**src/rtl/wload_pkg.sv**
```systemverilog
// Shared types and defaults for the column weight loader (wload_feeder).
package wload_pkg;

   typedef enum logic [1:0] {
      IDLE  = 2'd0,
      FILL  = 2'd1,
      SHIFT = 2'd2,
      DONE  = 2'd3
   } state_e;

   localparam int DEF_WIDTH = 16;
   localparam int DEF_ROWS  = 4;

   // ROWS is at least 2, so this is never zero.
   function automatic int cnt_w(input int rows);
      return $clog2(rows);
   endfunction

endpackage

```
**src/rtl/wload_buf.sv**
```systemverilog
// ROWS x WIDTH tile buffer: one synchronous write port, one combinational read port.
module wload_buf
   import wload_pkg::*;
#(
   parameter int WIDTH = DEF_WIDTH,
   parameter int ROWS  = DEF_ROWS,
   parameter int AW    = cnt_w(DEF_ROWS)
) (
   input  logic             clk,
   input  logic             rst,
   input  logic             we,
   input  logic [AW-1:0]    waddr,
   input  logic [WIDTH-1:0] wdata,
   input  logic [AW-1:0]    raddr,
   output logic [WIDTH-1:0] rdata
);

   logic [ROWS-1:0][WIDTH-1:0] mem_q, mem_d;

   always_comb begin
      mem_d = mem_q;
      if (we) mem_d[waddr] = wdata;
   end

   always_ff @(posedge clk) begin
      if (rst) mem_q <= '0;
      else     mem_q <= mem_d;
   end

   assign rdata = mem_q[raddr];

endmodule

```
**src/rtl/wload_feeder.sv**
```systemverilog
// Column weight loader: gathers ROWS words, then shifts them deepest-first into the chain.
// Optional all-zero tile shortcut (clear instead of shift) under WLOAD_ZERO_SKIP_EN.
module wload_feeder
   import wload_pkg::*;
#(
   parameter int WIDTH = DEF_WIDTH,
   parameter int ROWS  = DEF_ROWS
) (
   input  logic             clk,
   input  logic             rst,
   input  logic             i_start,
   input  logic             i_clr_req,
   input  logic [WIDTH-1:0] i_wdata,
   input  logic             i_wvalid,
   output logic             o_wready,
   input  logic             i_hold,
   output logic [WIDTH-1:0] o_data,
   output logic             o_en,
   output logic             o_clr,
   output logic             o_busy,
   output logic             o_done
);

   localparam int            CW   = cnt_w(ROWS);
   localparam logic [CW-1:0] LAST = CW'(ROWS - 1);

   state_e           state_q, state_d;
   logic [CW-1:0]    cnt_q, cnt_d;
   logic [WIDTH-1:0] data_q, data_d;
   logic             en_q, en_d;
   logic             clr_q, clr_d;
   logic             done_q, done_d;
   logic             hs;
   logic [CW-1:0]    buf_raddr;
   logic [WIDTH-1:0] buf_rdata;
`ifdef WLOAD_ZERO_SKIP_EN
   logic             zero_q, zero_d;
`endif

   assign hs        = i_wvalid && (state_q == FILL);
   // Deepest row leaves first, so read the buffer back to front.
   assign buf_raddr = LAST - cnt_q;

   wload_buf #(.WIDTH(WIDTH), .ROWS(ROWS), .AW(CW)) u_buf (
      .clk   (clk),
      .rst   (rst),
      .we    (hs),
      .waddr (cnt_q),
      .wdata (i_wdata),
      .raddr (buf_raddr),
      .rdata (buf_rdata)
   );

   always_comb begin
      state_d = state_q;
      cnt_d   = cnt_q;
      data_d  = data_q;
      en_d    = 1'b0;
      clr_d   = 1'b0;
      done_d  = 1'b0;
`ifdef WLOAD_ZERO_SKIP_EN
      zero_d  = zero_q;
`endif
      case (state_q)
         IDLE: begin
            if (i_clr_req) clr_d = 1'b1;
            if (i_start) begin
               state_d = FILL;
               cnt_d   = '0;
`ifdef WLOAD_ZERO_SKIP_EN
               zero_d  = 1'b1;
`endif
            end
         end
         FILL: begin
            if (hs) begin
               cnt_d = cnt_q + 1'b1;
`ifdef WLOAD_ZERO_SKIP_EN
               zero_d = zero_q && (i_wdata == '0);
`endif
               if (cnt_q == LAST) begin
                  cnt_d   = '0;
                  state_d = SHIFT;
`ifdef WLOAD_ZERO_SKIP_EN
                  if (zero_d) state_d = DONE;
`endif
               end
            end
         end
         SHIFT: begin
            if (!i_hold) begin
               en_d   = 1'b1;
               data_d = buf_rdata;
               cnt_d  = cnt_q + 1'b1;
               if (cnt_q == LAST) begin
                  cnt_d   = '0;
                  state_d = DONE;
               end
            end
         end
         DONE: begin
            done_d  = 1'b1;
            state_d = IDLE;
`ifdef WLOAD_ZERO_SKIP_EN
            // A skipped zero tile is delivered as a chain clear.
            clr_d   = zero_q;
`endif
         end
         default: state_d = IDLE;
      endcase
   end

   always_ff @(posedge clk) begin
      if (rst) begin
         state_q <= IDLE;
         cnt_q   <= '0;
         data_q  <= '0;
         en_q    <= 1'b0;
         clr_q   <= 1'b0;
         done_q  <= 1'b0;
`ifdef WLOAD_ZERO_SKIP_EN
         zero_q  <= 1'b0;
`endif
      end else begin
         state_q <= state_d;
         cnt_q   <= cnt_d;
         data_q  <= data_d;
         en_q    <= en_d;
         clr_q   <= clr_d;
         done_q  <= done_d;
`ifdef WLOAD_ZERO_SKIP_EN
         zero_q  <= zero_d;
`endif
      end
   end

   assign o_wready = (state_q == FILL);
   assign o_busy   = (state_q != IDLE);
   assign o_data   = data_q;
   assign o_en     = en_q;
   assign o_clr    = clr_q;
   assign o_done   = done_q;

endmodule
```
**config.mk**
```make
export PLATFORM = sky130hd
export DESIGN_NAME = wload_feeder
export DESIGN_NICKNAME = d
export VERILOG_FILES = /design/src/rtl/wload_pkg.sv /design/src/rtl/wload_buf.sv /design/src/rtl/wload_feeder.sv
export SDC_FILE = /design/constraint.sdc
export NUM_CORES = 1
export LEC_CHECK = 0
export CAP_MARGIN = 10
export CORE_MARGIN = 5
export CORE_UTILIZATION = 35
export DETAILED_ROUTE_END_ITERATION = 7
export GPL_TIMING_DRIVEN = 0
export PLACE_DENSITY_LB_ADDON = 0.2
export SLEW_MARGIN = 10
export SYNTH_ARGS = -nofsm -noshare
export SYNTH_HDL_FRONTEND = slang
export SYNTH_SLANG_ARGS = --single-unit
```
**constraint.sdc**
```tcl
create_clock -name clk -period 1.65 [get_ports clk]
set_input_delay 0.33 -clock clk [delete_from_list [all_inputs] [get_ports clk]]
set_output_delay 0.33 -clock clk [all_outputs]
set_load 0.05 [all_outputs]
```
# == Word-level counts from Yosys, hierarchy flattened ==
# Cells that the tools add are included.
# classes
muxes,19
bitwise_logic,3
n_eq_ne,9
addsub,2
order_cmp,3
reduce_logical,10
# ops
op,n
bitwise mux 64 bit,1
binary-select mux 16 bit (select 2 bit),1
demux 16 bit (select 2 bit),1
2-to-1 mux 16 bit,2
2-to-1 mux 2 bit,9
one-hot mux 2 bit (4 select lines),1
"== test 2 bit, second input constant",3
"less-than comparator 2 x 3 -> 1 bit, second input constant",2
"inequality test 2 bit, second input constant",3
one-hot mux 2 bit (3 select lines),1
AND reduction 5 bit,1
"inequality test 2 x 1 -> 1 bit, second input constant",2
AND reduction 4 bit,1
OR reduction 2 bit,2
2-to-1 mux 1 bit,3
NOT 1 bit,3
nonzero test 3 bit,1
"adder 2 x 1 -> 2 bit, second input constant",1
"== test 2 x 1 -> 1 bit, second input constant",1
">= comparator 2 x 1 -> 1 bit, second input constant",1
logical AND 1 bit,2
zero test 2 bit,1
AND reduction 2 bit,1
nonzero test 2 bit,1
"subtractor 2 bit, first input constant",1
# word_totals
inputBits,22
out_inout_bits,21
ff_bits,87

# == Depth between registers and ports, before layout ==
# Gate-level depths: netlist of the first run.
# logic_depth
ltp_word,5
depth_mapped,9
mapped_depth_nobuf,5

# == By module ==
# A second synthesis of the first run with hierarchy kept.
# hier_totals
hier_cells,359
hier_area_um2,3900.0
# by_module_without_submodules
module,instances,area_each_um2,cells_each
wload_buf,1,2924.1,247
wload_feeder,1,975.9,112

# == Worst setup path before layout of the first run ==
# OpenSTA, ideal clock, no wires.
# synth_path
path_type,register to register
from,register cnt_q[1]
to,register u_buf.mem_q[24] (netlist name)
required_time_ns,1.580
synth_period_minus_slack_ns,1.706
stages_incl_launch_ff,9
setup_slack_ns,-0.056
setup_time_ns,0.070
arrival_time_ns,1.636
path_cell_list,dfxtp_1 -> buf_2 -> buf_2 -> inv_1 -> ha_1 -> nand3_1 -> clkbuf_1 -> nand2_1 -> a21oi_1
# synth_via
elab_chain_len,5
elab_cells_between_ends,6
classes_between,order compare: 2; mux: 3; reduce/logical: 1
# synth_lines
element,line_no,text
"start, declared",wload_feeder.sv:28,"logic [CW-1:0] cnt_q, cnt_d;"
"start signal, assigned",wload_feeder.sv:126,cnt_q <= cnt_d;
less-than comparator 2 x 3 -> 1 bit (implied by the code) or >= comparator 2 x 1 -> 1 bit (tied branches),wload_buf.sv:22,if (we) mem_d[waddr] = wdata;
logical AND 1 bit (implied by the code),wload_buf.sv:22,
2-to-1 mux 16 bit (implied by the code),wload_buf.sv:22,
demux 16 bit (select 2 bit) (*),-,
bitwise mux 64 bit (*),wload_buf.sv:22,
"end signal, assigned",wload_buf.sv:27,else mem_q <= mem_d;
"end, declared",wload_buf.sv:18,"logic [ROWS-1:0][WIDTH-1:0] mem_q, mem_d;"
# Mark *: on every way between the ends. The rest lies on a longest branch, timed or not.
# A chain may end at the register's enable or synchronous reset.

# == Final worst setup path of the first run ==
# layout_path
from,register state_q[0]
to,output o_busy
# layout_via
elab_chain_len,1
# layout_lines
element,line_no,text
"start, declared",wload_feeder.sv:27,"state_e state_q, state_d;"
"start signal, assigned",wload_feeder.sv:125,state_q <= state_d;
nonzero test 2 bit,wload_feeder.sv:138,assign o_busy = (state_q != IDLE);
"end, declared",wload_feeder.sv:20,"output logic o_busy,"
# Every way passes these cells.

==> results.cfg, run 1 <==
[global_routing]
grt_pass1_vias = 2758
grt_usage_pct = 15.1
grt_antenna_before_repair = 0
grt_max_degree = 17
gr-total-overflow = 0
grt_pass1_wl_microns = 14700

[cells_and_area]
drive_gt1_share_pct = 15.2
design_area_sq_um = 4530
final_nets = 467
area_growth_pct = 24.8
antenna_cells = 0

[clock_network]
h-tree-depth = 3
numCtsBuffers = 9
worst_skew_pair.late_latency_ns = 0.36
cts_sinks = 87
clkTransAtPathRegs_ns = 0.09
clockBufferDepth = 2
root_buffer = clkbuf_8
cts_tree = done

[worst_setup_path]
crit_type = flip-flop to primary output
path_common_cell = inv_1
r2r_cells = 7
start_kind = flip-flop
crit_chain = inv_1 > ha_1 > inv_1 > buf_6
rr_endpoint = u_buf.mem_q[57]
slowest_delay_ns = 0.38
regToRegSetupSlack_ns = 0.05
critical_path.slowest_cell = dfxtp_4
cp.arrival_ns = 1.29
crit_fanout = 5
cp_num_buf_inv = 3
cp.required_ns = 1.32
cp-end-kind = primary output
cp_top_family = flip-flops
reg2reg_from = state_q[1]

[logic_synthesis]
synth_fa_ha_area_share_pct = 3.10
yosysSeqAreaShare_pct = 47.9
yosys_register_bits = 87
synth_top_area_share_pct = 47.9
ys_warn_count = 0
synth_compound_area_share_pct = 14.9
syn_area_per_cell_sq_um = 9.49
syn_inst = 383
netlist-cell-type-count = 28
synthSimpleGateAreaFrac_pct = 17.0
synth_area_leaders = dfxtp_1 48%, nand2_1 13%, a21oi_1 8.8%, mux4_1 8.0%, a22o_1 3.9%
synth_xor_area_share_pct = 0
synth_area_sq_um = 3630
synth_top_family_by_area = simple AND/OR/NAND/NOR gates
yosys.area.top_type = dfxtp_1
synth_ff_type = dfxtp_1
netlist_top_cells_count = 128 x nand2_1, 87 x dfxtp_1, 64 x a21oi_1
syn-num-nets = 414
synth.most_common_cell = nand2_1
muxShareOfSynthArea_pct = 12.2
async_flop_share_pct = 0
synth_edf_count = 0

[detailed_routing]
viasPerCell = 4.95
drt-total-wl_microns = 9220
drc = 0
wl_per_cell_microns = 16.0
drtPass1Iterations = 4
vias = 2857
postRouteAntennaNets = 0
drt_iter0_drc = 174

[placement]
post-dp-hpwl_microns = 6280
place_ws_ns = -0.687
place_congestion = 0.792
portBuffers = 42
dpl_cell_area_sq_um = 4230

[timing]
slew_viol_final = 0
hold_viol = 0
setup_violations = 0
maxSlewHeadroom_pct = 67.5
fin_crit_ns = 1.62
rsz0062_at_grt = yes
fin_ws_ns = 0.0288
worst_pin_slew_ns = 0.489
finalSetupTns_ns = 0
max_freq_mhz = 617
period_share_pct = 98.3
skew_ns = 0.0142

[floorplanning]
fp.dieArea_sq_um = 12500
coreArea_sq_um = 10200
initial_core_util_pct = 35.5
rows = 37
die_x_microns = 112
io_pins = 43
die_y_microns = 112

[min_path]
hold_start = u_buf.mem_q[63]
hold_path.class = flip-flop to flip-flop
hold-path-cell-count = 2
worstHoldEndpoint = u_buf.mem_q[63]

[outcome]
status = finished clean

[pwr]
power.density_nw_per_um2 = 1100
ir_worst_vdd_mv = 0.375
p_leak_nw = 1.70

[flow_run]
maxCapViolCount = 0
## how the worst max path moves through the flow
stage	from	slack, ns	depth (start not counted)	to
2_1_floorplan	cnt_q[1]	0.005	8	u_buf.mem_q[5]
3_3_place_gp	cnt_q[1]	-0.66	8	u_buf.mem_q[11]
3_5_place_dp	cnt_q[1]	-0.69	8	u_buf.mem_q[13]
4_1_cts	rst	0.002	4	u_buf.mem_q[32]
5_1_grt	state_q[1]	-0.05	7	u_buf.mem_q[57]
6_report	state_q[0]	0.03	4	o_busy
## final cells by class
type                       instances  area (sq um)
fill                            1019          5700
clock inverter                     6          50.0
tap                              136           170
buffer                            22           208
multi-input combinational        263          1760
timing repair buffer              47           447
clock buffer                      10           128
sequential                        87          1750
inverter                           6          22.5
## power breakdown
part	internal, mW	total, mW	switching (mW)
combinational	0.580	1.32	0.741
clock	0.567	1.38	0.817
sequential	2.21	2.28	0.0671
## flip-flops by register name, indices dropped and copies added (netlist names)
name         cells
u_buf.mem_q     64
o_done           1
o_data          16
cnt_q            2
state_q          2
o_clr            1
o_en             1
## through the flow
step	utilization, %	power [mW]	hold WS (ns)	cells
finish	44.3	4.98	0.455	577
global route	44.3	5.25	0.475	577
CTS	44.4	5.02	0.458	580
detailed placement	41.3	3.55	0.445	561
global placement	41.3	3.54	0.438	561
floorplan	-	3.20	0.432	383
## logic make-up (layout without fill, tap and decap cells)
kind of cell	Yosys count	count (layout)
compound gates	85	85
mux	20	20
simple gates	149	149
flops	87	87
fa+ha+maj	9	9
buf+inv	33	91
## metal layers
metal / wire, microns / vias to the layer above / global-route usage, %
li1: - / 1425 / -
met1: 4250 / 1352 / 19.6
met2: 4360 / 73 / 24.4
met3: 485 / 7 / 4.02
met4: 126 / 0 / 4.87
met5: 0 / - / 0
## layout by cell type (no fill, tap or decap), drive strengths merged
master,synthesis,final
o21bai,1,1
clkinvlp,0,2
or2b,1,1
dlygate4sd2,0,19
clkbuf,16,22
buf,11,17
dfxtp,87,87
inv,6,9
nand3b,1,1
nor2b,3,3
nand3,5,5
clkdlybuf4s50,0,21
and3,4,4
o21ba,1,1
nor2,1,1
ha,9,9
nor3b,2,2
a22o,16,16
mux2i,4,4
a21oi,65,65
mux4,16,16
clkinv,0,1
nand2b,4,4
a2111oi,2,2
nand2,128,128
## worst reg2reg max path, delay by kind of cell, from the launching register on
kind                       cells  cell delay (ns)
adders and majority gates      1             0.31
buffers and inverters          3             0.46
and+or+nand+nor                2             0.25
AOI/OAI and AO/OA              1             0.17
DFF                            1             0.35
## timing repair
item / 4_1_cts / 5_1_grt
setup endpoints to repair: 86 / 63
hold endpoints to repair: 0 / 0
gates resized for setup: 71 / 17
hold buffers: 0 / 0
pin swaps: 0 / 1
setup buffers: 4 / 1
No activity file was read; power rests on OpenSTA's default activity.
==> run 2, diff against run 1 <==
DONT_BUFFER_PORTS = 1   (was not set)
==> run 2 against run 1 <==
  * Die area unchanged
  * Power grew 6.9%
  * Hold slack worse by 0.37 ns
  * Fmax is 2.1% higher
  * Routed wire length rose by 3.6%
  * Combinational power grew 5%
  * Flip-flop and latch count unchanged
  * Cell count decreased by 6.1%
  * Critical endpoint is now o_data[15]
  * Sequential power hardly changed
  * Clock power grew 18%
==> results.cfg, run 2 (synthesis results as in run 1) <==
[outcome]
status = finished clean

[worst_setup_path]
cp.required_ns = 1.91
regToRegSetupSlack_ns = 0.06
start_kind = flip-flop
critPathLaunch = cnt_q[1]
crit_fanout = 8
crit_path_end = o_data[15]
rr_endpoint = o_data[15]
r2r_cells = 4
cp-end-kind = flip-flop
reg2reg_from = cnt_q[1]
crit_type = flip-flop to flip-flop
cp.arrival_ns = 1.84

[floorplanning]
die_x_microns = 112
initial_core_util_pct = 35.5
die_y_microns = 112
fp.dieArea_sq_um = 12500
coreArea_sq_um = 10200
rows = 37
io_pins = 43

[clock_network]
h-tree-depth = 3
cts_sinks = 87
cts_tree = done
numCtsBuffers = 9
clkTransAtPathRegs_ns = 0.09
worst_skew_pair.late_latency_ns = 0.37
clockBufferDepth = 2
root_buffer = clkbuf_8
holdBufCountCts = 0

[pwr]
power.density_nw_per_um2 = 1240
ir_worst_vdd_mv = 0.569
p_leak_nw = 1.48
power_mw = 5.33

[global_routing]
grt_pass1_vias = 2719
grt_usage_pct = 15.7
grt_antenna_before_repair = 0
grt_max_degree = 15
grt_pass1_wl_microns = 15200
gr-total-overflow = 0

[timing]
finalSetupTns_ns = 0
max_freq_mhz = 630
fin_crit_ns = 1.59
maxSlewHeadroom_pct = 52.2
period_share_pct = 96.2
whs_ns = 0.0838
worst_pin_slew_ns = 0.717
setup_violations = 0
skew_ns = 0.0116
hold_viol = 0
rsz0062_at_grt = yes
slew_viol_final = 0

[detailed_routing]
viasPerCell = 5.08
wl_per_cell_microns = 17.6
drtPass1Iterations = 4
postRouteAntennaNets = 0
drc = 0
vias = 2751
drt-total-wl_microns = 9560
drt_iter0_drc = 143

[cells_and_area]
stdcell_count = 542
area_growth_pct = 18.1
largest_reg_flops = 64
regMostFlops = u_buf.mem_q
finish.utilization_pct = 41.9
layout_common_cells = 128 x nand2_1, 83 x dfxtp_1, 62 x a21oi_1, 16 x a22o_1
final_nets = 432
drive_gt1_share_pct = 18.2
fillCellCount = 996
antenna_cells = 0
mostFrequentLayoutCell = nand2_1

[placement]
post-dp-hpwl_microns = 6400
place_congestion = 0.790
portBuffers = 0
dp_cells = 519

[flow_run]
maxCapViolCount = 0

[min_path]
hold_start = i_wdata[13]
hold_path.class = input pin to flip-flop
==> run 2: worst min-delay path by stage <==
stage / endpoint / slack (ns) / cells past startpoint
after floorplan: u_buf.mem_q[16] / 0.43 / 2
after global placement: u_buf.mem_q[14] / 0.44 / 2
after detailed placement: u_buf.mem_q[37] / 0.44 / 2
after CTS: u_buf.mem_q[29] / 0.07 / 2
after global routing: u_buf.mem_q[3] / 0.07 / 2
final: u_buf.mem_q[29] / 0.08 / 2
==> run 2: final cells by class <==
class / instances / area (sq um) / share of cell area, %
clock inverter: 5 / 82.6 / 1.92
sequential: 87 / 1750 / 40.7
timing repair buffer: 8 / 72.6 / 1.69
inverter: 6 / 26.3 / 0.612
tap: 136 / 170 / 3.97
clock buffer: 11 / 131 / 3.06
buffer: 26 / 245 / 5.71
multi-input combinational: 263 / 1820 / 42.3
==> run 2: per-stage QoR <==
step	area [sq um]	worst slack, ns
after floorplan	3640	0.00458
after global placement	3810	-0.687
after detailed placement	3810	-0.769
after CTS	4240	-0.00555
after global routing	4290	-0.0121
final	4290	0.0629
==> run 2: routing by layer <==
metal | GRT usage [%] | vias up | share of wire [%]
met5 | 0 | - | 0
met4 | 8.68 | 0 | 2.5
met3 | 3.37 | 16 | 5.1
met2 | 23.9 | 65 | 47
met1 | 20.8 | 1317 | 46
li1 | - | 1353 | -
==> run 2: timing repair <==
| action | in CTS | in global routing |
|---|---|---|
| setup endpoints to repair | 70 | 38 |
| setup buffers | 8 | 0 |
| resized for setup | 46 | 18 |
| hold endpoints to repair | 0 | 0 |
| cloned | 0 | 0 |
| pin swaps | 2 | 2 |
==> run 2: critical path: stages (launching register included) <==
cell	delay (ns)
dfxtp_2	0.36
buf_6	0.12
buf_4	0.19
mux4_1	0.62
a22o_1	0.20
==> run 2: power breakdown <==
part / internal, mW / total (mW) / leakage (nW) / switching [mW]
sequential: 2.21 / 2.31 / 0.704 / 0.102
clock: 0.857 / 1.63 / 0.107 / 0.774
combinational: 0.637 / 1.39 / 0.669 / 0.750
total: 3.70 / 5.33 / 1.48 / 1.63
